**src/rtl/qbert_map_pkg.sv**
```systemverilog
// Shared definitions for the Qbert pyramid cube colour logic.
package qbert_map_pkg;

  localparam int unsigned N_CUBE = 28;
  // Wide enough for a full pyramid count (max 28).
  localparam int unsigned CNT_W  = 5;

  typedef enum logic [2:0] {
    IDLE,
    UPDATE,
    CHECK,
    FLASH,
    DONE
  } ctrl_state_t;

  // Number of set bits in a cube vector.
  function automatic logic [CNT_W-1:0] popcount(input logic [N_CUBE-1:0] v);
    logic [CNT_W-1:0] c;
    c = '0;
    for (int i = 0; i < N_CUBE; i++) begin
      c = c + CNT_W'(v[i]);
    end
    return c;
  endfunction

endpackage

```
**src/rtl/rr_arbiter.sv**
```systemverilog
// Round-robin arbiter: grants the first requester at or after ptr.
// Purely combinational; the pointer register is owned by the caller.
module rr_arbiter #(
  parameter int unsigned N_REQ = 2,
  localparam int unsigned PTR_W = (N_REQ > 1) ? $clog2(N_REQ) : 1
) (
  input  logic [N_REQ-1:0] req,
  input  logic [PTR_W-1:0] ptr,
  input  logic             en,
  output logic [N_REQ-1:0] grant
);

  logic [PTR_W-1:0] idx;
  logic             found;

  // Scan requesters starting at the pointer, wrapping around.
  always_comb begin
    grant = '0;
    found = 1'b0;
    idx   = '0;
    for (int i = 0; i < int'(N_REQ); i++) begin
      idx = PTR_W'((int'(ptr) + i) % int'(N_REQ));
      if (en && !found && req[idx]) begin
        grant[idx] = 1'b1;
        found      = 1'b1;
      end
    end
  end

endmodule

```
**src/rtl/cube_color_controller.sv**
```systemverilog
// Owns the cube top-colour vector: arbitrates paint/revert requests,
// applies them, tracks the painted count and runs the completion flash.
module cube_color_controller
  import qbert_map_pkg::*;
#(
  parameter int unsigned N_REQ         = 2,
  parameter int unsigned FLASH_CYCLES  = 4_125_000,
  parameter int unsigned FLASH_TOGGLES = 6
) (
  input  logic                    CLK_33,
  input  logic                    reset,
  input  logic                    e_load,
  input  logic [N_CUBE-1:0]       e_color_init,
  input  logic                    e_toggle_mode,
  input  logic [N_REQ-1:0]        req_valid,
  input  logic [N_REQ*N_CUBE-1:0] req_pos,
  input  logic [N_REQ-1:0]        req_paint,
  output logic [N_REQ-1:0]        req_ready,
  output logic [N_CUBE-1:0]       color_state,
  output logic [CNT_W-1:0]        painted_cnt,
  output logic                    flash,
  output logic                    level_done,
  output logic                    pos_err,
  output logic                    busy
);

  localparam int unsigned PTR_W      = (N_REQ > 1) ? $clog2(N_REQ) : 1;
  localparam logic [22:0] FLASH_LAST = 23'(FLASH_CYCLES - 1);
  localparam logic [2:0]  TOG_LAST   = 3'(FLASH_TOGGLES - 1);

  ctrl_state_t       state_q, state_d;
  logic [N_CUBE-1:0] color_q, color_d;
  logic [CNT_W-1:0]  cnt_q, cnt_d;
  logic              flash_q, flash_d;
  logic              done_q, done_d;
  logic              err_q, err_d;
  logic [PTR_W-1:0]  ptr_q, ptr_d;
  logic [N_CUBE-1:0] lat_pos_q, lat_pos_d;
  logic              lat_paint_q, lat_paint_d;
  logic [22:0]       fcnt_q, fcnt_d;
  logic [2:0]        tog_q, tog_d;

  logic              arb_en;
  logic [N_REQ-1:0]  grant;
  logic [N_CUBE-1:0] sel_pos;
  logic              sel_paint;
  logic [PTR_W-1:0]  ptr_next;
  logic              pos_ok;

  // Grants only from IDLE; a load or reset cycle never hands out a grant.
  assign arb_en = (state_q == IDLE) && !e_load && !reset;

  rr_arbiter #(
    .N_REQ(N_REQ)
  ) u_arb (
    .req  (req_valid),
    .ptr  (ptr_q),
    .en   (arb_en),
    .grant(grant)
  );

  assign req_ready   = grant;
  assign color_state = color_q;
  assign painted_cnt = cnt_q;
  assign flash       = flash_q;
  assign level_done  = done_q;
  assign pos_err     = err_q;
  assign busy        = (state_q != IDLE);

  assign pos_ok = (popcount(lat_pos_q) == CNT_W'(1));

  // Select the winner's request and the pointer slot just after it.
  always_comb begin
    sel_pos   = '0;
    sel_paint = 1'b0;
    ptr_next  = ptr_q;
    for (int r = 0; r < int'(N_REQ); r++) begin
      if (grant[r]) begin
        sel_pos   = req_pos[r*N_CUBE +: N_CUBE];
        sel_paint = req_paint[r];
        ptr_next  = PTR_W'((r + 1) % int'(N_REQ));
      end
    end
  end

  // Next-state and datapath updates; e_load overrides every state.
  always_comb begin
    state_d     = state_q;
    color_d     = color_q;
    cnt_d       = cnt_q;
    flash_d     = flash_q;
    done_d      = done_q;
    err_d       = err_q;
    ptr_d       = ptr_q;
    lat_pos_d   = lat_pos_q;
    lat_paint_d = lat_paint_q;
    fcnt_d      = fcnt_q;
    tog_d       = tog_q;

    if (e_load) begin
      state_d = IDLE;
      color_d = e_color_init;
      cnt_d   = popcount(e_color_init);
      flash_d = 1'b0;
      done_d  = 1'b0;
      err_d   = 1'b0;
      ptr_d   = '0;
      fcnt_d  = '0;
      tog_d   = '0;
    end else begin
      case (state_q)
        IDLE: begin
          if (|grant) begin
            lat_pos_d   = sel_pos;
            lat_paint_d = sel_paint;
            ptr_d       = ptr_next;
            state_d     = UPDATE;
          end
        end
        UPDATE: begin
          if (!pos_ok) begin
            err_d   = 1'b1;
            state_d = IDLE;
          end else begin
            if (!lat_paint_q) begin
              color_d = color_q & ~lat_pos_q;
            end else if (e_toggle_mode) begin
              color_d = color_q ^ lat_pos_q;
            end else begin
              color_d = color_q | lat_pos_q;
            end
            state_d = CHECK;
          end
        end
        CHECK: begin
          cnt_d = popcount(color_q);
          if (&color_q) begin
            state_d = FLASH;
            flash_d = 1'b1;
            fcnt_d  = '0;
            tog_d   = '0;
          end else begin
            state_d = IDLE;
          end
        end
        FLASH: begin
          if (fcnt_q == FLASH_LAST) begin
            fcnt_d = '0;
            // The last half-period ends the flash instead of toggling again.
            if (tog_q == TOG_LAST) begin
              flash_d = 1'b0;
              done_d  = 1'b1;
              state_d = DONE;
            end else begin
              tog_d   = tog_q + 3'd1;
              flash_d = ~flash_q;
            end
          end else begin
            fcnt_d = fcnt_q + 23'd1;
          end
        end
        DONE: begin
          state_d = DONE;
        end
        default: begin
          state_d = IDLE;
        end
      endcase
    end
  end

  // FSM state register.
  always_ff @(posedge CLK_33 or posedge reset) begin
    if (reset) begin
      state_q <= IDLE;
    end else begin
      state_q <= state_d;
    end
  end

  // Colour, flag, pointer and flash-timer registers.
  always_ff @(posedge CLK_33 or posedge reset) begin
    if (reset) begin
      color_q     <= '0;
      cnt_q       <= '0;
      flash_q     <= 1'b0;
      done_q      <= 1'b0;
      err_q       <= 1'b0;
      ptr_q       <= '0;
      lat_pos_q   <= '0;
      lat_paint_q <= 1'b0;
      fcnt_q      <= '0;
      tog_q       <= '0;
    end else begin
      color_q     <= color_d;
      cnt_q       <= cnt_d;
      flash_q     <= flash_d;
      done_q      <= done_d;
      err_q       <= err_d;
      ptr_q       <= ptr_d;
      lat_pos_q   <= lat_pos_d;
      lat_paint_q <= lat_paint_d;
      fcnt_q      <= fcnt_d;
      tog_q       <= tog_d;
    end
  end

endmodule

```
**config.mk**
```make
export PLATFORM = sky130hd
export DESIGN_NAME = cube_color_controller
export DESIGN_NICKNAME = d
export VERILOG_FILES = /design/src/rtl/qbert_map_pkg.sv /design/src/rtl/rr_arbiter.sv /design/src/rtl/cube_color_controller.sv
export SDC_FILE = /design/constraint.sdc
export NUM_CORES = 1
export LEC_CHECK = 0
export CAP_MARGIN = 10
export CORE_UTILIZATION = 35
export DETAILED_ROUTE_END_ITERATION = 8
export PLACE_DENSITY = 0.52
export SETUP_SLACK_MARGIN = 0.2
export SKIP_CTS_REPAIR_TIMING = 1
export SLEW_MARGIN = 10
export SYNTH_ARGS = -nofsm -noshare
export SYNTH_HDL_FRONTEND = slang
export SYNTH_HIERARCHICAL = 1
export SYNTH_SLANG_ARGS = --single-unit
```
**constraint.sdc**
```tcl
create_clock -name CLK_33 -period 17.2 [get_ports CLK_33]
set_input_delay 2.58 -clock CLK_33 [delete_from_list [all_inputs] [get_ports CLK_33]]
set_output_delay 2.58 -clock CLK_33 [all_outputs]
set_load 0.05 [all_outputs]
```
==> impl_metrics.csv <==
group,metric,value,unit
final_layout,drive_above_1_share,4.09,%
critical_path,worstSetupPathType,"input pin to output port",
critical_path,cpPeakStageDelay,0.87,ns
placed_design,numPortBuffers,130,
logic_synthesis,synth_top_area_share,28.1,%
floorplanning,die_height,157,µm
critical_path,cpMaxStageDelayCell,"clkdlybuf4s50_1",
timing,slew_viol_final,0,
logic_synthesis,synth_ff_type,"dfrtp_1",
logic_synthesis,synth_edf_count,0,
clock_tree,cts_buffers,9,
clock_tree,clk_pin_slew,0.07,ns
floorplanning,coreArea,23500,µm²
routing,vias,7017,
critical_path,startpoint_type,"input pin",
global_route,grt_pass1_vias,6979,
final_layout,fin_nets,1258,
routing,drc,0,
timing,slew_headroom,26.2,%
placed_design,placed_cells,1330,
global_route,grt_max_degree,94,
clock_tree,cts_tree,"yes",
critical_path,critPathTopFamily,"buffers and inverters",
logic_synthesis,netlist_top_cells_area,"dfrtp_1 28%, fa_1 14%, ha_1 12%",
logic_synthesis,netlist_area,8450,µm²
timing,tns,0,ns
logic_synthesis,netlist_instances,922,
routing,avgViaCountPerCell,5.21,
timing,grt_setup_unrepaired,"false",
timing,finalHoldViolCount,0,
routing,drt_wl_total,25.7,mm
routing,first_pass_iters,4,
logic_synthesis,async_flop_share,100,%
routing,wl_per_cell,19.1,µm
global_route,antenna_found_initial,0,
logic_synthesis,post-synth-top-area-cell,"dfrtp_1",
logic_synthesis,ys.warnings.count,6,
outcome,outcome,"completed",
job,cap_viol_max_count,0,
logic_synthesis,synthesis.nets,1158,
timing,min_period,7.67,ns
timing,finalSetupViolations,0,
routing,antenna_left,0,
clock_tree,htree_levels,3,
logic_synthesis,seq_area_frac_synth,28.1,%
critical_path,worstPathBufferInverterCount,5,
global_route,overflow,0,
logic_synthesis,ys_ff_latch,95,
placed_design,placed_area,10000,µm²
routing,drtIter0Drc,380,
final_layout,syn_to_final_growth,22.1,%
critical_path,path_cells,"buf_2, inv_1, nand2_1, buf_4, nor2_1, nand2_1, a21oi_2, buf_4, clkdlybuf4s50_1",
worst_hold_path,min_path_type,"flip-flop to flip-flop",
timing,fmax,0.130,GHz
timing,whs,0.480,ns
placed_design,hpwl,19.3,mm
global_route,grt_usage,21.9,%
clock_tree,cts_buffer_depth,2,
critical_path,cp_max_fo,44,
floorplanning,die_w,157,µm
timing,finalCritPeriodShare,44.6,%
floorplanning,die_area,24800,µm²
placed_design,finalWeightedCongestion,0.827,
timing,worst_pin_slew,1.10,ns
final_layout,final_cells,1346,
final_layout,diodes,0,
timing,fin_worst_skew,0.0117,ns
floorplanning,initial_core_util,35.9,%
final_layout,final_area,10300,µm²
critical_path,cp-end-kind,"output port",
critical_path,cp_data_arrival_time,5.09,ns
global_route,grt_pass1_wl,40.6,mm
critical_path,cp.required,14.62,ns
clock_tree,root_buffer,"clkbuf_16",
floorplanning,fp-row-count,56,
floorplanning,boundaryPins,131,
logic_synthesis,syn_area_per_cell,9.17,µm²
clock_tree,clk_latency,0.36,ns
logic_synthesis,synth_cell_types,60,
clock_tree,cts.sinks,95,
## metrics by stage
stage	utilization (%)	worst slack (ns)
3_3_place_gp	42.6	9.55
3_5_place_dp	42.6	9.54
6_report	43.8	9.53
5_1_grt	43.8	9.31
2_1_floorplan	-	10.40
4_1_cts	43.8	9.53
## registers in the layout, summed over array words and instances (netlist names)
signal	cells
tog_q	3
lat_paint_q	1
fcnt_q	23
ptr_q	1
color_state	28
pos_err	1
level_done	1
flash	1
lat_pos_q	28
painted_cnt	5
state_q	3
## kinds of logic after synthesis
kind of cell	after synthesis	synth area share (%)
AND/OR/NAND/NOR	234	13.8
AO/OA/AOI/OAI	228	18.8
adder cells (fa/ha/maj)	144	26.6
XOR/XNOR	8	0.829
flip-flops	95	28.1
buffers and inverters	185	8.48
multiplexers	28	3.36
## worst register-to-register path, cell delays in order (launching register included)
cell	delay, ns
dfrtp_1	0.35
inv_1	0.10
fa_1	0.55
inv_1	0.05
fa_1	0.47
fa_1	0.49
fa_1	0.53
inv_1	0.05
fa_1	0.46
fa_1	0.49
inv_1	0.04
ha_1	0.21
fa_1	0.44
xnor2_1	0.23
and3_1	0.49
o21a_1	0.87
nor4_1	0.15
a221o_1	0.32
## cell type report
class                   count  area [µm²]
fillers                  2414       13200
flip-flops and latches     95        2380
multi-input cells         642        5370
inverters                 133         502
repair buffers            141        1380
clock buffers              10         239
clock inverters             6        60.1
well taps                 319         399
## synthesized netlist by cell type, types with 2 or more instances
| master | n |
|---|---|
| inv_1 | 133 |
| dfrtp_1 | 95 |
| ha_1 | 84 |
| nand2_1 | 81 |
| fa_1 | 60 |
| o21ai_0 | 60 |
| nor2_1 | 52 |
| clkbuf_1 | 36 |
| a21oi_1 | 30 |
| a22oi_1 | 29 |
| mux2i_1 | 25 |
| nor4_1 | 21 |
| a221o_1 | 19 |
| nand3_1 | 17 |
| nand4_1 | 13 |
| o211ai_1 | 13 |
| o22a_1 | 13 |
| a211oi_1 | 11 |
| a21o_1 | 9 |
| buf_2 | 9 |
| o311ai_0 | 9 |
| a22o_1 | 8 |
| o21a_1 | 8 |
| or4_1 | 7 |
| xnor2_1 | 7 |
| nor2b_1 | 6 |
| o31ai_1 | 6 |
| or3_1 | 6 |
| and3_1 | 5 |
| buf_1 | 5 |
| nand3b_1 | 4 |
| nor3_1 | 4 |
| mux2_2 | 3 |
| nor3b_1 | 3 |
| nor4b_1 | 3 |
| or2_2 | 3 |
| a221oi_1 | 2 |
## cells in the final DEF (no fill, tap or decap), drive strengths merged, types with 7 or more instances in the layout
cell and instances:
inv 137, clkdlybuf4s50 129, dfrtp 95, ha 84, nand2 81, o21ai 60
fa 60, nor2 52, a21oi 31, a22oi 29, mux2i 25, nor4 23
a221o 19, nand3 17, nand4 13, o211ai 13, o22a 13, buf 12
a211oi 11, clkbuf 10, a21o 9, o311ai 9, o21a 8, a22o 8
xnor2 7, or4 7
## final timing paths
path	start	to	slack [ns]	cells past startpoint
max in group asynchronous	reset	lat_pos_q[1]$_DFFE_PP0P_	13.30	3
min in group asynchronous	reset	lat_pos_q[12]$_DFFE_PP0P_	2.64	2
min	painted_cnt[0]$_DFFE_PP0P_	painted_cnt[0]$_DFFE_PP0P_	0.48	2
min reg2reg	painted_cnt[0]$_DFFE_PP0P_	painted_cnt[0]$_DFFE_PP0P_	0.48	2
max reg2reg	lat_pos_q[5]$_DFFE_PP0P_	color_state[19]$_DFFE_PP0P_	10.79	17
max	e_load	req_ready[1]	9.53	9
## per-layer routing
layer	global-route usage, %	wire length, µm	vias to the layer above
met5	0	0	-
met4	5.27	446	0
met3	3.06	972	23
met2	35.5	12000	156
met1	30.6	12300	3422
li1	-	-	3416
Power is left out: the tool's default activity adds up to more than one toggle a clock period on the data nets, which glitch-free logic cannot reach.
